## config.mk

```make
export PLATFORM = sky130hd
export DESIGN_NAME = decode
export DESIGN_NICKNAME = d
export VERILOG_FILES = /design/src/rtl/decode_pkg.sv /design/src/rtl/decode_register_file.sv /design/src/rtl/decode.sv
export SDC_FILE = /design/constraint.sdc
export NUM_CORES = 2
export LEC_CHECK = 0
export ABC_AREA = 1
export BUFFER_PORTS_ARGS = -buffer_cell sky130_fd_sc_hd__buf_4
export CORE_ASPECT_RATIO = 0.7
export CORE_MARGIN = 10
export CORE_UTILIZATION = 40
export DETAILED_ROUTE_END_ITERATION = 10
export PLACE_DENSITY_LB_ADDON = 0.3
export REMOVE_ABC_BUFFERS = 1
export SETUP_SLACK_MARGIN = 0.02
export SYNTH_ARGS = -nofsm -noshare
export SYNTH_HDL_FRONTEND = slang
export SYNTH_SLANG_ARGS = --single-unit
```

## constraint.sdc

```tcl
create_clock -name clock -period 3.3 [get_ports clock]
set_input_delay 0.66 -clock clock [delete_from_list [all_inputs] [get_ports clock]]
set_output_delay 0.66 -clock clock [all_outputs]
set_load 0.02 [all_outputs]
```

## src/rtl/decode_pkg.sv

```systemverilog
// decode_pkg: opcodes, ALU op codes, immediate formats and helpers for the RV32I ID stage
package decode_pkg;
  localparam int XLEN = 32;
  localparam int NUM_REGS = 32;
  localparam logic [6:0] OP_R      = 7'b0110011;
  localparam logic [6:0] OP_IMM    = 7'b0010011;
  localparam logic [6:0] OP_LOAD   = 7'b0000011;
  localparam logic [6:0] OP_STORE  = 7'b0100011;
  localparam logic [6:0] OP_BRANCH = 7'b1100011;
  localparam logic [6:0] OP_JAL    = 7'b1101111;
  localparam logic [6:0] OP_JALR   = 7'b1100111;
  localparam logic [6:0] OP_LUI    = 7'b0110111;
  localparam logic [6:0] OP_AUIPC  = 7'b0010111;
  typedef enum logic [3:0] {
    ALU_ADD, ALU_SUB, ALU_SLL, ALU_SLT, ALU_SLTU, ALU_XOR,
    ALU_SRL, ALU_SRA, ALU_OR, ALU_AND, ALU_PASSB
  } alu_op_e;
  typedef enum logic [2:0] {IMM_NONE, IMM_I, IMM_S, IMM_B, IMM_U, IMM_J} imm_fmt_e;
  typedef struct packed {
    logic [3:0] alu_op;
    logic       alu_src;
    logic       mem_read;
    logic       mem_write;
    logic       reg_write;
    logic       mem_to_reg;
    logic       branch;
    logic       jump;
  } ctrl_t;
  function automatic logic [3:0] alu_decode(input logic [2:0] f3, input logic alt);
    case (f3)
      3'd0:    return alt ? ALU_SUB : ALU_ADD;
      3'd1:    return ALU_SLL;
      3'd2:    return ALU_SLT;
      3'd3:    return ALU_SLTU;
      3'd4:    return ALU_XOR;
      3'd5:    return alt ? ALU_SRA : ALU_SRL;
      3'd6:    return ALU_OR;
      default: return ALU_AND;
    endcase
  endfunction
  function automatic logic [XLEN-1:0] imm_gen(input imm_fmt_e f, input logic [XLEN-1:0] i);
    case (f)
      IMM_I:   return {{20{i[31]}}, i[31:20]};
      IMM_S:   return {{20{i[31]}}, i[31:25], i[11:7]};
      IMM_B:   return {{19{i[31]}}, i[31], i[7], i[30:25], i[11:8], 1'b0};
      IMM_U:   return {i[31:12], 12'b0};
      IMM_J:   return {{11{i[31]}}, i[31], i[19:12], i[20], i[30:21], 1'b0};
      default: return '0;
    endcase
  endfunction
endpackage

```

## src/rtl/decode_register_file.sv

```systemverilog
// decode_register_file: 32x32 register file, two write-first bypassed read ports, x0 hardwired to zero
module decode_register_file import decode_pkg::*; (
  input  logic            clock,
  input  logic            reset,
  input  logic            i_we,
  input  logic [4:0]      i_waddr,
  input  logic [XLEN-1:0] i_wdata,
  input  logic [4:0]      i_raddr1,
  input  logic [4:0]      i_raddr2,
  output logic [XLEN-1:0] o_rdata1,
  output logic [XLEN-1:0] o_rdata2
);
  logic [XLEN-1:0] r_regs [NUM_REGS];
  logic w_we;
  assign w_we = i_we && i_waddr != 5'd0;
  assign o_rdata1 = i_raddr1 == 5'd0 ? '0 : (w_we && i_waddr == i_raddr1) ? i_wdata : r_regs[i_raddr1];
  assign o_rdata2 = i_raddr2 == 5'd0 ? '0 : (w_we && i_waddr == i_raddr2) ? i_wdata : r_regs[i_raddr2];
  // write port; writes to x0 are dropped
  always_ff @(posedge clock) begin
    if (reset) r_regs <= '{default: '0};
    else if (w_we) r_regs[i_waddr] <= i_wdata;
  end
endmodule

```

## src/rtl/decode.sv

```systemverilog
// decode: RV32I ID stage with register file, immediate generation, load-use stall and ID/EX register
module decode import decode_pkg::*; (
  input  logic            clock,
  input  logic            reset,
  input  logic [XLEN-1:0] pc_in,
  input  logic [XLEN-1:0] instrucao,
  input  logic            wb_reg_write,
  input  logic [4:0]      wb_rd,
  input  logic [XLEN-1:0] wb_data,
  input  logic            flush,
  output logic            load_pc,
  output logic            load_if_id_register,
  output logic [XLEN-1:0] pc_out,
  output logic [XLEN-1:0] rs1_data,
  output logic [XLEN-1:0] rs2_data,
  output logic [XLEN-1:0] imm,
  output logic [4:0]      rs1,
  output logic [4:0]      rs2,
  output logic [4:0]      rd,
  output logic [3:0]      alu_op,
  output logic            alu_src,
  output logic            mem_read,
  output logic            mem_write,
  output logic            reg_write,
  output logic            mem_to_reg,
  output logic            branch,
  output logic            jump
);
  logic [6:0]      w_opcode;
  logic [2:0]      w_f3;
  logic [4:0]      w_rs1, w_rs2, w_rd;
  logic [XLEN-1:0] w_rdata1, w_rdata2;
  ctrl_t           w_ctrl;
  imm_fmt_e        w_fmt;
  logic            w_use1, w_use2, w_stall;
  ctrl_t           r_ctrl;
  logic [XLEN-1:0] r_pc, r_rs1_data, r_rs2_data, r_imm;
  logic [4:0]      r_rs1, r_rs2, r_rd;
  assign w_opcode = instrucao[6:0];
  assign w_f3     = instrucao[14:12];
  assign w_rs1    = instrucao[19:15];
  assign w_rs2    = instrucao[24:20];
  assign w_rd     = instrucao[11:7];
  decode_register_file u_rf (
    .clock    (clock),
    .reset    (reset),
    .i_we     (wb_reg_write),
    .i_waddr  (wb_rd),
    .i_wdata  (wb_data),
    .i_raddr1 (w_rs1),
    .i_raddr2 (w_rs2),
    .o_rdata1 (w_rdata1),
    .o_rdata2 (w_rdata2)
  );
  // main decoder: control word, operand usage and immediate format; unknown opcodes stay a bubble
  always_comb begin
    w_ctrl = '0;
    w_use1 = 1'b0;
    w_use2 = 1'b0;
    w_fmt  = IMM_NONE;
    case (w_opcode)
      OP_R:      begin w_ctrl.alu_op = alu_decode(w_f3, instrucao[30]); w_ctrl.reg_write = 1'b1; w_use1 = 1'b1; w_use2 = 1'b1; end
      OP_IMM:    begin w_ctrl.alu_op = alu_decode(w_f3, instrucao[30] && w_f3 == 3'd5); w_ctrl.alu_src = 1'b1; w_ctrl.reg_write = 1'b1; w_use1 = 1'b1; w_fmt = IMM_I; end
      OP_LOAD:   begin w_ctrl.alu_src = 1'b1; w_ctrl.mem_read = 1'b1; w_ctrl.reg_write = 1'b1; w_ctrl.mem_to_reg = 1'b1; w_use1 = 1'b1; w_fmt = IMM_I; end
      OP_STORE:  begin w_ctrl.alu_src = 1'b1; w_ctrl.mem_write = 1'b1; w_use1 = 1'b1; w_use2 = 1'b1; w_fmt = IMM_S; end
      OP_BRANCH: begin w_ctrl.alu_op = w_f3[2] ? (w_f3[1] ? ALU_SLTU : ALU_SLT) : ALU_SUB; w_ctrl.branch = 1'b1; w_use1 = 1'b1; w_use2 = 1'b1; w_fmt = IMM_B; end
      OP_JAL:    begin w_ctrl.alu_src = 1'b1; w_ctrl.reg_write = 1'b1; w_ctrl.jump = 1'b1; w_fmt = IMM_J; end
      OP_JALR:   begin w_ctrl.alu_src = 1'b1; w_ctrl.reg_write = 1'b1; w_ctrl.jump = 1'b1; w_use1 = 1'b1; w_fmt = IMM_I; end
      OP_LUI:    begin w_ctrl.alu_op = ALU_PASSB; w_ctrl.alu_src = 1'b1; w_ctrl.reg_write = 1'b1; w_fmt = IMM_U; end
      OP_AUIPC:  begin w_ctrl.alu_src = 1'b1; w_ctrl.reg_write = 1'b1; w_fmt = IMM_U; end
      default:   ;
    endcase
  end
  // a load in EX whose destination is read here must wait one cycle; reset and flush override it
  assign w_stall = !reset && !flush && r_ctrl.mem_read && r_rd != 5'd0 &&
                   ((w_use1 && r_rd == w_rs1) || (w_use2 && r_rd == w_rs2));
  assign load_pc             = !w_stall;
  assign load_if_id_register = !w_stall;
  // ID/EX register; reset, flush and stall all load a cleared bubble
  always_ff @(posedge clock) begin
    if (reset || flush || w_stall) begin
      r_ctrl     <= '0;
      r_pc       <= '0;
      r_rs1_data <= '0;
      r_rs2_data <= '0;
      r_imm      <= '0;
      r_rs1      <= '0;
      r_rs2      <= '0;
      r_rd       <= '0;
    end else begin
      r_ctrl     <= w_ctrl;
      r_pc       <= pc_in;
      r_rs1_data <= w_rdata1;
      r_rs2_data <= w_rdata2;
      r_imm      <= imm_gen(w_fmt, instrucao);
      r_rs1      <= w_rs1;
      r_rs2      <= w_rs2;
      r_rd       <= w_rd;
    end
  end
  assign pc_out     = r_pc;
  assign rs1_data   = r_rs1_data;
  assign rs2_data   = r_rs2_data;
  assign imm        = r_imm;
  assign rs1        = r_rs1;
  assign rs2        = r_rs2;
  assign rd         = r_rd;
  assign alu_op     = r_ctrl.alu_op;
  assign alu_src    = r_ctrl.alu_src;
  assign mem_read   = r_ctrl.mem_read;
  assign mem_write  = r_ctrl.mem_write;
  assign reg_write  = r_ctrl.reg_write;
  assign mem_to_reg = r_ctrl.mem_to_reg;
  assign branch     = r_ctrl.branch;
  assign jump       = r_ctrl.jump;
endmodule

```

---- Word level (Yosys, flattened, before mapping) ----
Index checks and enable logic that the tools add are counted.
word-level totals
  flip-flop bits (word level) ............. 1,177
  bits in latches ......................... 0
  bits in writable memories ............... 0
  ROM bits ................................ 0
  input bits .............................. 105
  output and inout port bits .............. 156
  word-level logic and storage cells ...... 138
  memories kept ........................... 0
cells by class
  add/sub/neg operators ................... 0
  multiply operators ...................... 0
  div/mod/pow operators ................... 0
  magnitude comparators ................... 4
  equality and inequality tests ........... 24
  shift-type cells ........................ 0
  muxes and demuxes ....................... 30
  bitwise logic cells ..................... 3
  reduce and logical (&&, ||, !) cells .... 31
operator list
  kind                                                                   number
  1024-bit bitwise mux                                                   1
  32-bit binary-select mux with 5-bit select                             2
  32-bit 2-to-1 mux                                                      7
  32-bit demux with 5-bit select                                         1
  32-bit one-hot mux with 5 select lines                                 1
  4-bit one-hot mux with 7 select lines                                  2
  7-bit by 6-bit equality test with 1-bit output, second input constant  3
  7-bit equality test, second input constant                             3
  5-bit equality test                                                    4
  6-bit >= comparator, second input constant                             3
  5-bit NOT with 6-bit output                                            3
  4-bit one-hot mux with 4 select lines                                  1
  3-bit equality test, second input constant                             5
  3-bit one-hot mux with 5 select lines                                  1
  7-bit by 5-bit equality test with 1-bit output, second input constant  2
  7-bit OR reduction                                                     2
  3-bit by 2-bit equality test with 1-bit output, second input constant  4
  1-bit 2-to-1 mux                                                       12
  1-bit logical AND                                                      11
  5-bit logical NOT                                                      2
  5-bit nonzero test                                                     2
  2-bit OR reduction                                                     4
  7-bit by 2-bit equality test with 1-bit output, second input constant  1
  3-bit by 1-bit equality test with 1-bit output, second input constant  2
  7 further kinds                                                        13

---- Logic depth before layout (Yosys ltp) ----
  depth after elaboration ................. 8
  gate-level depth with buffers ........... 14
  depth with buffers taken out ............ 11

---- By module ----
A second synthesis with hierarchy kept.
unflattened totals
  cells, all modules ...................... 9,717
  area, all modules ....................... 63,972.6 µm²
modules (own cells, without submodules)
  module                times used  cells each  area each (µm²)  seq. area each (µm²)
  decode_register_file  1           9,108       58,703.8         20,499.7
  decode                1           609         5,268.8          3,062.9

---- Worst setup path after synthesis ----
Ideal clock, no wire load.
  kind .................................... input port to output port
  start point ............................. input port instrucao[1]
  end point ............................... output port load_pc
  arrival ................................. 1,943 ps
  data required time ...................... 2,640 ps
  path slack .............................. 697 ps
  stages on the path ...................... 11
  buffers on the path ..................... 2
  path through ............................ nand2_1 inv_1 nand2_1 inv_1 nand2_1 nand3_2 nand2_1 nand2_1 nand2_2 buf_2 buf_4
between the ends
  longest elaborated chain between the ends .. 7
  elaborated cells between the ends (all ways) .. 15
  classes of those cells .................. eq/ne: 6; mux: 2; reduce/logical: 7
RTL lines
  element                                                                    RTL line      source
  start: declaration                                                         decode.sv:6   input logic [XLEN-1:0] instrucao,
  7-bit equality test, or another cell as far along                          decode.sv:61  case (w_opcode)
  6-bit OR reduction (no source line) or 3-bit OR reduction (tied branches)  n/a
  1-bit 2-to-1 mux                                                           decode.sv:61
  1-bit logical AND                                                          decode.sv:76  ((w_use1 && r_rd == w_rs1) || (w_use2 && r_rd == w_rs2));
  1-bit logical OR *                                                         decode.sv:76
  1-bit logical AND *                                                        decode.sv:75  assign w_stall = !reset && !flush && r_ctrl.mem_read && r_rd != 5'd0 &&
  1-bit logical NOT *                                                        n/a
  end: declaration                                                           decode.sv:11  output logic load_pc,
Mark *: on every way between the ends. The rest lies on a longest branch, timed or not.

---- Final worst setup path ----
  start point ............................. register r_rd[0], in the netlist rd[0]
  end point ............................... output port load_pc
between the ends
  longest elaborated chain between the ends .. 5
  elaborated cells between the ends (all ways) .. 9
  classes of those cells .................. eq/ne: 2; reduce/logical: 7
RTL lines
  element                   RTL line      source
  start: declaration        decode.sv:38  logic [4:0] r_rs1, r_rs2, r_rd;
  start signal: assignment  decode.sv:98  r_rd <= w_rd;
  5-bit equality test       decode.sv:76
  1-bit logical AND         decode.sv:76
  1-bit logical OR          decode.sv:76
  1-bit logical AND *       decode.sv:75
  1-bit logical NOT *       decode.sv:77  assign load_pc = !w_stall;
Marks and branches as above.

==> results.ini <==
[status]
status = finished, final reports clean

[die]
num_rows = 119
core_um2 = 151000
die-area_um2 = 169000
die_y_um = 347
die_w_um = 487
io_pins = 261
start_util = 0.404

[logic_synthesis]
yosysSeqAreaShare = 0.386
yosysUniqueCellTypes = 40
synth_area_leaders = dfxtp_1, nand2_1, nor2_1, a211oi_1, a21oi_1
yosys.area.top_type_share = 0.386
syn_inst = 9389
synth-seq-cells = 1177
synth_area_leader_cell = dfxtp_1
syn-cell-area_um2 = 61100
synth.avg_cell_area_um2 = 6.51
yosys_warnings = 0

[cts]
post_cts_buffers = 0
clockBufferDepth = 3
cts_hold_buf = 0
cts_num_sinks = 1177
clk_pin_slew_ns = 0.06
htreeDepth = 3
cts_tree = built
insertion_delay_ns = 0.78
cts-root-buf = clkbuf_16
cts_buffers = 117

[drt]
drtIter0Drc = 10300
drtAntennaViolNets = 0
first_pass_iters = 7
wl_um = 261000
num_vias = 65200
drc_errors = 0
via_per_inst = 5.82
routedWlPerCell_um = 23.3

[placed_design]
portBuffers = 260
placed_area_um2 = 64500
dp_hpwl_um = 155000
place_congestion = 0.934

[worst_setup_path]
required_ns = 2.64
crit_fanout = 11
end_kind = output pin
start_kind = register
arrival_ns = 2.54
criticalPathCategory = reg2out

[timing]
tns_ns = 0
finalCritPeriodShare = 0.969
final_max_slew_viol_count = 0
max_slew_margin = 0.181
period_minus_slack_ns = 3.20
hold_slack_ns = 0.0986
hold_viol = 0
worst_pin_slew_ns = 1.23
fmax_mhz = 313
final.setup_skew_ns = 0.0236
setup-violations-final = 0
rsz0062_at_grt = false

[power]
pwr-share-clk = 0.435
p_sw_frac = 0.283
comb_power_share = 0.125
power.leakage_nw = 26.2
p_per_area_nw_per_um2 = 482
p_switching_mw = 9.36
ir_drop_mv = 0.414
seq_power_share = 0.440
p_int_mw = 23.7

[cells_and_area]
top_register = u_rf.r_regs
nNetsFinal = 9225
fin_area_um2 = 68500
syn_to_final_growth_pct = 12.2
largest_reg_flops = 1024
drive_above_1_share = 0.0865

[global_route]
grt_usage = 0.292
grt_max_degree = 201
grt-ovfl-total = 0
grt_pass1_vias = 58600
grt_pass1_wl_um = 384000
antenna_found_initial = 6

[hold_path]
hp-class = in2reg

[job]
maxCapViolations = 0

[timing repair]
item	in CTS	in global routing
pin swaps	0	0
gates resized for setup	5	2
endpoints found under the setup margin	2	2
hold endpoints to repair	0	0
[critical path: stages, from the launching register on]
cell and delay (ns):
dfxtp_2 0.41, inv_1 0.13, nand2_1 0.14, nand2_1 0.07
nor2_1 0.14, nand3_1 0.11, a21oi_2 0.31, nand2_4 0.23
buf_4 0.23
[through the flow]
step,cells,total power [mW],setup slack (ns),util
floorplan,8515,16.6,-1.70,-
global placement,11000,18.8,0.132,0.427
detailed placement,11000,18.8,0.156,0.427
CTS,11200,32.9,0.0822,0.453
global route,11200,33.9,0.0209,0.453
finish,11200,33.0,0.102,0.453
[path summary, 6_finish.rpt]
check                           startpoint                            end  slack (ns)  depth (start not counted)
min                              pc_in[22]          pc_out[22]$_SDFF_PP0_         0.1                          3
max                       rd[0]$_SDFF_PP0_                        load_pc        0.10                          8
min reg2reg  u_rf.r_regs[993]$_SDFFE_PP0P_  u_rf.r_regs[993]$_SDFFE_PP0P_        0.44                          2
max reg2reg               rd[0]$_SDFF_PP0_        rs2_data[10]$_SDFF_PP0_        0.91                         10
[Yosys cell counts]
cell type / instances
a211oi_1: 615
a211oi_2: 1
a21oi_1: 793
a22oi_1: 1
a32oi_1: 1
buf_1: 102
buf_2: 263
buf_4: 30
buf_6: 6
clkbuf_1: 464
clkbuf_2: 9
clkinv_1: 4
dfxtp_1: 1177
inv_1: 600
inv_2: 39
inv_4: 1
nand2_1: 2498
nand2_2: 7
nand2_4: 2
nand3_1: 738
nand3_2: 4
nand3b_1: 6
nand3b_4: 1
nand4_1: 16
nand4_2: 1
nor2_1: 1294
nor2_2: 14
nor2_4: 4
nor3_1: 20
nor3_2: 5
nor3_4: 1
nor4_1: 1
o211ai_1: 308
o21ai_0: 323
o21ai_1: 9
o22ai_1: 2
o31ai_1: 1
or2_2: 18
xnor2_1: 8
xor2_1: 2
[logic make-up after synthesis]
group           Yosys count  share of synthesized area
simple gates           4630                      0.305
flops                  1177                      0.386
buf+inv                1518                      0.101
compound gates         2054                      0.206
xor+xnor                 10                    0.00143
[layout make-up]
cell class | count | area, µm²
fill | 15200 | 82600
multi-input combinational | 6694 | 31400
sequential | 1177 | 23600
timing repair buffer | 486 | 4540
clock buffer | 181 | 3550
tap | 1996 | 2500
inverter | 644 | 2450
clock inverter | 36 | 478
antenna | 1 | 2.50
[power groups by stage]
stage               clock, mW  sequential [mW]  combinational (mW)
floorplan                   0             14.9                1.68
global placement            0             14.9                3.94
detailed placement          0             14.9                3.97
CTS                      14.4             14.5                3.98
global route             15.0             14.5                4.39
finish                   14.4             14.5                4.14
[placed cells by master (no fill, tap or decap), types with 20 or more instances in the layout]
master,n
buf_12,68
nor2_1,1283
nor2_4,20
dfxtp_1,1174
inv_2,39
buf_4,412
inv_1,595
a211oi_1,615
clkbuf_8,35
clkbuf_1,28
nor3_1,20
nand2_1,2495
nand3_1,738
o211ai_1,308
o21ai_0,323
clkbuf_16,119
a21oi_1,792
[routing by layer]
metal | up-vias | GRT usage | part of all wire
met4 | 14 | 0.123 | 0.048
met1 | 30100 | 0.403 | 0.41
li1 | 30300 | - | -
met3 | 679 | 0.0842 | 0.13
met2 | 4156 | 0.421 | 0.41
met5 | - | 0 | 0.00035
Note: power is estimated with default switching activity, not from simulation.
